File: src/rtl/pulse_generator.sv
// Burst pulse generator: emits num_pulses pulses of high_cycles/low_cycles width, then strobes done.
// Optional free-running mode (num_pulses=0) is enabled by defining PULSE_GEN_CONTINUOUS_EN.
module pulse_generator #(
  parameter int CNT_W = 32,
  parameter int WID_W = 16
) (
  input  logic             clk,
  input  logic             rst_n,
  input  logic             start,
  input  logic             abort,
  input  logic [CNT_W-1:0] num_pulses,
  input  logic [WID_W-1:0] high_cycles,
  input  logic [WID_W-1:0] low_cycles,
  output logic             pulse,
  output logic             busy,
  output logic             done,
  output logic [CNT_W-1:0] sent_cnt,
  output logic [1:0]       state_dbg
);

  // Handshake: start is a one-cycle request honoured only when IDLE and abort is low;
  // abort ends a burst in HIGH/LOW on the next edge without a done strobe.
  typedef enum logic [1:0] {
    S_IDLE = 2'd0,
    S_HIGH = 2'd1,
    S_LOW  = 2'd2,
    S_DONE = 2'd3
  } state_t;

  state_t           state_q, state_d;
  logic [WID_W-1:0] phase_q, phase_d;
  logic [WID_W-1:0] high_q, high_d;
  logic [WID_W-1:0] low_q, low_d;
  logic [CNT_W-1:0] num_q, num_d;
  logic [CNT_W-1:0] sent_q, sent_d;
  logic             pulse_q, pulse_d;
  logic             busy_q, busy_d;
  logic             done_q, done_d;
  logic             cont_w;
  logic             start_ok;
  logic [CNT_W-1:0] sent_inc;

`ifdef PULSE_GEN_CONTINUOUS_EN
  logic cont_q, cont_d;
  assign cont_w   = cont_q;
  assign start_ok = 1'b1;
`else
  assign cont_w   = 1'b0;
  assign start_ok = (num_pulses != '0);
`endif

  assign sent_inc = sent_q + CNT_W'(1);

  always_comb begin
    state_d = state_q;
    phase_d = phase_q;
    high_d  = high_q;
    low_d   = low_q;
    num_d   = num_q;
    sent_d  = sent_q;
    pulse_d = 1'b0;
    busy_d  = 1'b0;
    done_d  = 1'b0;
`ifdef PULSE_GEN_CONTINUOUS_EN
    cont_d  = cont_q;
`endif
    case (state_q)
      S_IDLE: begin
        if (start && !abort) begin
          sent_d = '0;
          if (start_ok) begin
            // Zero widths are stored as 1 so the phase compare never underflows.
            high_d  = (high_cycles == '0) ? WID_W'(1) : high_cycles;
            low_d   = (low_cycles == '0) ? WID_W'(1) : low_cycles;
            num_d   = num_pulses;
`ifdef PULSE_GEN_CONTINUOUS_EN
            cont_d  = (num_pulses == '0);
`endif
            phase_d = '0;
            state_d = S_HIGH;
            pulse_d = 1'b1;
            busy_d  = 1'b1;
          end else begin
            state_d = S_DONE;
            done_d  = 1'b1;
          end
        end
      end
      S_HIGH: begin
        if (abort) begin
          state_d = S_IDLE;
        end else if (phase_q == high_q - WID_W'(1)) begin
          sent_d  = sent_inc;
          phase_d = '0;
          if (!cont_w && sent_inc == num_q) begin
            state_d = S_DONE;
            done_d  = 1'b1;
          end else begin
            state_d = S_LOW;
            busy_d  = 1'b1;
          end
        end else begin
          phase_d = phase_q + WID_W'(1);
          pulse_d = 1'b1;
          busy_d  = 1'b1;
        end
      end
      S_LOW: begin
        if (abort) begin
          state_d = S_IDLE;
        end else if (phase_q == low_q - WID_W'(1)) begin
          phase_d = '0;
          state_d = S_HIGH;
          pulse_d = 1'b1;
          busy_d  = 1'b1;
        end else begin
          phase_d = phase_q + WID_W'(1);
          busy_d  = 1'b1;
        end
      end
      S_DONE: begin
        state_d = S_IDLE;
      end
      default: begin
        state_d = S_IDLE;
      end
    endcase
  end

  always_ff @(posedge clk) begin
    if (!rst_n) begin
      state_q <= S_IDLE;
      phase_q <= '0;
      high_q  <= '0;
      low_q   <= '0;
      num_q   <= '0;
      sent_q  <= '0;
      pulse_q <= 1'b0;
      busy_q  <= 1'b0;
      done_q  <= 1'b0;
`ifdef PULSE_GEN_CONTINUOUS_EN
      cont_q  <= 1'b0;
`endif
    end else begin
      state_q <= state_d;
      phase_q <= phase_d;
      high_q  <= high_d;
      low_q   <= low_d;
      num_q   <= num_d;
      sent_q  <= sent_d;
      pulse_q <= pulse_d;
      busy_q  <= busy_d;
      done_q  <= done_d;
`ifdef PULSE_GEN_CONTINUOUS_EN
      cont_q  <= cont_d;
`endif
    end
  end

  assign pulse     = pulse_q;
  assign busy      = busy_q;
  assign done      = done_q;
  assign sent_cnt  = sent_q;
  assign state_dbg = state_q;

endmodule

File: config.mk
export PLATFORM = sky130hd
export DESIGN_NAME = pulse_generator
export DESIGN_NICKNAME = d
export VERILOG_FILES = /design/src/rtl/pulse_generator.sv
export SDC_FILE = /design/constraint.sdc
export NUM_CORES = 1
export LEC_CHECK = 0
export CORE_MARGIN = 3
export CORE_UTILIZATION = 40
export CTS_CLUSTER_SIZE = 24
export DETAILED_ROUTE_END_ITERATION = 8
export GPL_ROUTABILITY_DRIVEN = 0
export GPL_TIMING_DRIVEN = 0
export PLACE_DENSITY = 0.62
export SLEW_MARGIN = 5
export SYNTH_ARGS = -nofsm -noshare
export SYNTH_HDL_FRONTEND = slang
export SYNTH_SLANG_ARGS = --single-unit
File: constraint.sdc
create_clock -name clk -period 7.5 [get_ports clk]
set_input_delay 1.125 -clock clk [delete_from_list [all_inputs] [get_ports clk]]
set_output_delay 1.125 -clock clk [all_outputs]
set_load 0.02 [all_outputs]
==> results of run 1 <==
==> worst max-delay path, cell delays in order (launching register included) <==
cell and delay (ns):
dfxtp_1 0.49, ha_1 0.20, clkbuf_1 0.27, nand3_1 0.34, nor4_2 0.76, nand4_1 0.33
xnor2_1 0.30, nand4_1 0.15, nor4_2 0.58, nand2_1 0.11, o31a_1 0.31
==> metrics by stage <==
| stage | cell area [µm²] | util (%) | hold slack (ns) |
|---|---|---|---|
| floorplan | 7660 | - | 0.455 |
| global placement | 8980 | 48.8 | 0.465 |
| detailed placement | 8980 | 48.8 | 0.471 |
| CTS | 9580 | 52.1 | 0.478 |
| global route | 9580 | 52.1 | 0.502 |
| finish | 9580 | 52.1 | 0.477 |
==> report_power, final <==
group | switching [mW] | internal [mW]
clock | 0.302 | 0.542
combinational | 0.164 | 0.133
sequential | 0.0199 | 0.642
==> synthesized netlist by cell type, drive strengths merged (9+ instances only) <==
master	n	share of area, %
xnor2	59	6.7
a211oi	9	0.88
or4	11	1.2
o211ai	9	0.88
inv	37	1.8
a21boi	67	6.6
nand2	176	8.6
nor4	38	3.5
xor2	40	4.6
a21oi	20	1.4
o21ai	53	3.6
nor3	28	1.9
and3	11	0.90
a31oi	13	1.1
o31ai	9	0.88
dfxtp	117	31
nand3	32	2.1
nor2	66	3.3
clkbuf	46	2.3
buf	21	1.5
nand4	25	2.0
==> per-layer routing <==
metal | track usage [%] | up-vias
met5 | 0 | -
met4 | 7.12 | 0
met3 | 4.53 | 36
met2 | 39.0 | 200
met1 | 28.1 | 3516
li1 | - | 3821
==> cell type report <==
class	instances	share of cell area [%]
multi-input combinational	782	51.0
sequential	117	24.5
clock buffer	21	4.91
inverter	37	1.45
clock inverter	9	1.33
timing repair buffer	103	10.8
tap	229	2.99
buffer	68	3.10
==> cells in the final DEF (no fill, tap or decap), types with 6 or more instances in the layout <==
cell	n
a211oi_1	9
a21boi_0	64
a21oi_1	19
a31oi_1	12
and3_1	11
and3b_1	6
and4_1	8
buf_2	17
clkbuf_1	47
clkbuf_16	17
clkdlybuf4s50_1	103
dfxtp_1	117
ha_1	8
inv_1	37
nand2_1	176
nand2b_1	8
nand3_1	32
nand4_1	25
nor2_1	65
nor3_1	27
nor4_1	34
o211ai_1	9
o21ai_0	40
o21ai_1	12
o2bb2ai_1	6
o31ai_1	9
or4_1	9
xnor2_1	59
xor2_1	40
==> worst max-delay path by stage <==
stage	start	to	slack, ns	cells after the start
floorplan	sent_cnt[0]	busy	4.38	10
global placement	num_pulses[17]	high_q[15]	3.22	9
global route	sent_cnt[0]	busy	3.21	10
CTS	sent_cnt[0]	busy	3.58	10
detailed placement	num_pulses[17]	high_q[1]	3.25	9
finish	sent_cnt[0]	busy	3.52	10
==> cells by family (layout without fill, tap and decap cells) <==
group                      Yosys count  after routing
DFF                                117            117
AOI/OAI and AO/OA                  232            232
buffers and inverters              105            238
muxes                                3              3
xor gates and xnor gates            99             99
and+or+nand+nor                    440            440
adders and majority gates            8              8
==> state kept, by name, indices dropped and copies added (netlist names) <==
name       cells
high_q        16
sent_cnt      32
state_dbg      2
done           1
phase_q       16
pulse          1
num_q         32
busy           1
low_q         16
==> summary.md, run 1 <==
| Metric | Value |
|---|---|
| CP Capture Type | `flop` |
| Fill cells | `1806` |
| Final setup viols | `0` |
| Synth-to-layout area growth | `25.0%` |
| CTS clock-pin slew for the worst setup and hold paths | `0.05 ns` |
| Ratio of cells with drive above 1 in the final layout | `6.68%` |
| Leakage power | `3.41 nW` |
| Asr flop ratio synth | `0%` |
| Grt ovf | `0` |
| Skew final | `0.00785 ns` |
| Register area share after synthesis | `30.6%` |
| Post-synthesis mux area share | `0.408%` |
| TNS Setup | `0 ns` |
| Worst slack, placed | `3.25 ns` |
| Wirelength per Cell | `16.8 µm` |
| Die X | `144 µm` |
| Hold_sp | `num_q[19]` |
| R2R depth | `10` |
| Synthesized instance count | `1004` |
| Crit-path max FO | `9` |
| HPWL after DPL | `17600 µm` |
| DR WL met2 | `11500 µm` |
| TritonRoute pass-1 iters | `5` |
| Largest net degree at the start of global routing | `17` |
| Starting density of the core | `41.7%` |
| DIE AREA | `20900 µm²` |
| DRC errors left | `0` |
| Placed insts | `1336` |
| Hold path depth | `2` |
| CTS resizes | `0` |
| Final hold violation count | `0` |
| Seq cells post-synth | `117` |
| R2R setup slack | `3.52 ns` |
| CTS tree | `yes` |
| Worst min path class | `reg -> reg` |
| Syn Area/Cell | `7.63 µm²` |
| Clock tree buffer depth | `2` |
| Synthesized Nets | `1080` |
| Multi-input logic area | `4880 µm²` |
| Cts bufs inserted | `17` |
| Post-synth EDFFs | `0` |
| Status | `finished, final reports clean` |
| Max Cap Viol | `0` |
| Global-route wire length before repair | `37100 µm` |
| Worst Tran Pin Value | `1.08 ns` |
| Number of I/O pins | `105` |
| Simple-gate share of the synthesized area | `29.3%` |
| Vias/cell | `5.54` |
| Mapped Area | `7660 µm²` |
| Met3 routed WL | `1160 µm` |
| Fin cells | `1366` |
| Htree depth | `4` |
| Postcts setup bufs | `0` |
| Crit path time final | `3.98 ns` |
| Number of buffers added on ports | `103` |
| Site Rows | `49` |
| Fin crit share | `53.0%` |
| Antenna violations before repair | `0` |
| FMAX | `251 MHz` |
| RR Endpoint | `busy` |
| Gr usage total | `22.5%` |
| PwrDens | `188 nW/µm²` |
| Peak VDD IR | `0.000159 V` |
| Worst R2R Start | `sent_cnt[0]` |
| Slew Viols, Final | `0` |
| Largest family of logic cells by synthesized area | `simple AND/OR/NAND/NOR gates` |
| Worst-case hold path end point | `num_q[19]` |
| Top FF cell, synth | `dfxtp_1` |
| Register Area | `2340 µm²` |
| Clock Sinks | `117` |
| Worst-skew pair later-pin latency | `0.43 ns` |
| WL final | `23000 µm` |
| Compound-Gate Fraction of Synth Area | `21.4%` |
| Vias in the first global route | `7210` |
| Setup ws final | `3.52 ns` |
| Die Y | `144 µm` |
| Max transition margin | `27.3%` |
| Adder-cell area share of the yosys netlist | `1.31%` |
| RSZ-0062 raised after global routing | `false` |
| Post-Synth XOR/XNOR Area | `11.3%` |
| WS Path Type | `reg -> reg` |
| Worst EP arrival | `4.28 ns` |
| Final #Nets | `1202` |
| Ant. Diodes | `0` |
| Synth Warn # | `0` |
| Post-synth cell types | `80` |
| CTS root buffer | `clkbuf_16` |
| Post-CTS Hold Fix Bufs | `0` |
| Met1 Wirelength | `10000 µm` |
| Total core area | `18400 µm²` |
| Top routing layer in use | `met4` |
| Crit start category | `flop` |
| Pwr Total | `1.80 mW` |
| Post-route ant nets | `0` |
| DR iter-0 viols | `532` |
| DR vias | `7573` |
| CP Data Required Time | `7.81 ns` |
No activity file was read; power rests on OpenSTA's default activity.
==> run 2, diff against run 1 <==
--- a/config.mk
+++ b/config.mk
@@ -11,7 +11,7 @@
 export DETAILED_ROUTE_END_ITERATION = 8
 export GPL_ROUTABILITY_DRIVEN = 0
 export GPL_TIMING_DRIVEN = 0
-export PLACE_DENSITY = 0.62
+export PLACE_DENSITY = 0.65
 export SLEW_MARGIN = 5
 export SYNTH_ARGS = -nofsm -noshare
 export SYNTH_HDL_FRONTEND = slang
==> constraint.sdc (replaced) <==
create_clock -name clk -period 3.4 [get_ports clk]
set_input_delay 0.51 -clock clk [delete_from_list [all_inputs] [get_ports clk]]
set_output_delay 0.51 -clock clk [all_outputs]
set_load 0.02 [all_outputs]
==> run 2 against run 1 <==
  * Final cell count increased by 0.59%
  * Critical endpoint unchanged
  * Critical path depth increased by 1
  * Global-route usage increased by 0.48 points
  * Highest routed layer unchanged
  * Die area unchanged
  * First-iteration DRC count increased by 19%
==> summary.md, run 2 (synthesis gave the netlist of run 1 again) <==
| Metric | Value |
|---|---|
| Status | `finished, final reports clean` |
| Fill cells | `1795 (-0.61%)` |
| Hold slack final | `0.475 ns (-0.00199 ns)` |
| RSZ-0062 raised after global routing | `false` |
| Vias/cell | `5.63 (+1.6%)` |
| Antenna violations before repair | `0 (unchanged)` |
| Fin cells | `1374 (+0.59%)` |
| Largest stage delay, worst path | `0.59 ns (-0.17 ns)` |
| Max transition margin | `35.5% (+8.2 points)` |
| TNS Setup | `0 ns (unchanged)` |
| Clock Sinks | `117 (unchanged)` |
| Ratio of cells with drive above 1 in the final layout | `8.73% (+2.0 points)` |
| Total core area | `18400 µm² (unchanged)` |
| FMAX | `305 MHz (+21%)` |
| Post-route ant nets | `0 (unchanged)` |
| Vias in the first global route | `7492 (+3.9%)` |
| Post-DP Area | `8980 µm² (unchanged)` |
| Final hold violation count | `0 (unchanged)` |
| DR iter-0 viols | `633 (+19%)` |
| Htree depth | `4 (unchanged)` |
| Final setup viols | `0 (unchanged)` |
| PwrDens | `409 nW/µm² (+120%)` |
| Cell breakdown of the critical path | `buf_2, and3_1, clkbuf_1, nand4_1, buf_4, nor3_2, xnor2_1, or4_1, nor4_4, nand2_1, o31a_1` |
| Site Rows | `49 (unchanged)` |
| Crit start category | `flop` |
| Starting density of the core | `41.7% (unchanged)` |
| CTS root buffer | `clkbuf_16` |
| TritonRoute pass-1 iters | `6 (+1)` |
| Worst-skew pair later-pin latency | `0.43 ns (about the same)` |
| Crit-path max FO | `9 (unchanged)` |
| Number of I/O pins | `105 (unchanged)` |
| Global-route wire length before repair | `38000 µm (+2.3%)` |
| Worst min path class | `reg -> reg` |
| Worst EP arrival | `3.57 ns (-0.71 ns)` |
| Most common cell after layout, fill and taps aside | `nand2_1` |
| Largest net degree at the start of global routing | `17 (unchanged)` |
| Wirelength per Cell | `17.3 µm (+3.0%)` |
| Die Y | `144 µm (unchanged)` |
| DR vias | `7736 (+2.2%)` |
| Cts bufs inserted | `17 (unchanged)` |
| Ant. Diodes | `0 (unchanged)` |
| WL final | `23800 µm (+3.6%)` |
| Peak VDD IR | `0.000354 V (+120%)` |
| Worst Path Buf+Inv | `3 (+2)` |
| DRC errors left | `0 (unchanged)` |
| Most frequent cells in the layout | `nand2_1 (176), dfxtp_1 (116), clkdlybuf4s50_1 (103), nor2_1 (65), a21boi_0 (64)` |
| Slew Viols, Final | `0 (unchanged)` |
| DIE AREA | `20900 µm² (unchanged)` |
| CTS tree | `yes` |
| Synth-to-layout area growth | `27.5%` |
| Placed insts | `1336 (unchanged)` |
| Die X | `144 µm (unchanged)` |
| Worst Tran Pin Value | `0.958 ns (-0.125 ns)` |
| Crit path time final | `3.28 ns (-0.701 ns)` |
| CP max-delay cell | `or4_1` |
| Crit path max-delay family | `simple AND/OR/NAND/NOR gates` |
| Grt ovf | `0 (unchanged)` |
| HPWL after DPL | `17800 µm (+1.1%)` |
| Skew final | `0.00939 ns (+0.00154 ns)` |
| Leakage power | `3.51 nW (+3.0%)` |
| CP Capture Type | `flop` |
| CTS clock-pin slew for the worst setup and hold paths | `0.06 ns (about the same)` |
| Final Cell Area | `9770 µm² (+2.0%)` |
| Pwr Total | `4.00 mW (+120%)` |
| Final core utilization | `53.1% (+1.0 points)` |
| CP Data Required Time | `3.70 ns (-4.11 ns)` |
| Setup ws final | `0.124 ns (-3.40 ns)` |
| WS Path Type | `reg -> reg` |
| Worst slack, placed | `-0.575 ns (-3.82 ns)` |
| Fin crit share | `96.3% (+43 points)` |
| Max Cap Viol | `0 (unchanged)` |
| Gr usage total | `23.0% (+0.48 points)` |
| Clock tree buffer depth | `2 (unchanged)` |
| Final #Nets | `1208 (+0.50%)` |
| Number of buffers added on ports | `103 (unchanged)` |
## run 2: worst paths after layout
kind	from	end	slack, ns	cells past startpoint
worst max-delay path	sent_cnt[7]	busy	0.12	11
worst min-delay path	high_q[15]	high_q[15]	0.47	2
worst max register to register	sent_cnt[7]	busy	0.12	11
worst min register to register	high_q[15]	high_q[15]	0.47	2
## run 2: layer usage
metal | global-route usage (%) | share of wire [%] | wire length (µm)
met5 | 0 | 0 | 0
met4 | 8.79 | 3.2 | 770
met3 | 4.76 | 5.0 | 1180
met2 | 39.5 | 48 | 11500
met1 | 28.3 | 43 | 10300
## run 2: power by group
part	internal [mW]	switching (mW)	total, mW
Sequential	1.42	0.0427	1.46
Clock	1.19	0.680	1.87
Combinational	0.297	0.374	0.671
## run 2: layout make-up
type	count	area (µm²)	share of cell area (%)
timing repair buffer	111	1090	11.2
inverter	37	139	1.42
sequential	117	2340	24.0
multi-input combinational	782	5000	51.2
clock inverter	12	154	1.58
buffer	66	299	3.06
tap	229	287	2.93
clock buffer	20	457	4.68
## run 2: tightest hold or removal path: cells and delay by family (launching register included)
family | cells | cell delay, ns
flops | 1 | 0.31
simple gates | 1 | 0.05
compound gates | 1 | 0.06
## run 2: timing repair
action	CTS	global route
hold buffers	0	0
setup endpoints to repair	32	55
pin swaps	3	3
gates resized for setup	10	17
setup buffers	6	2
cloned	0	0
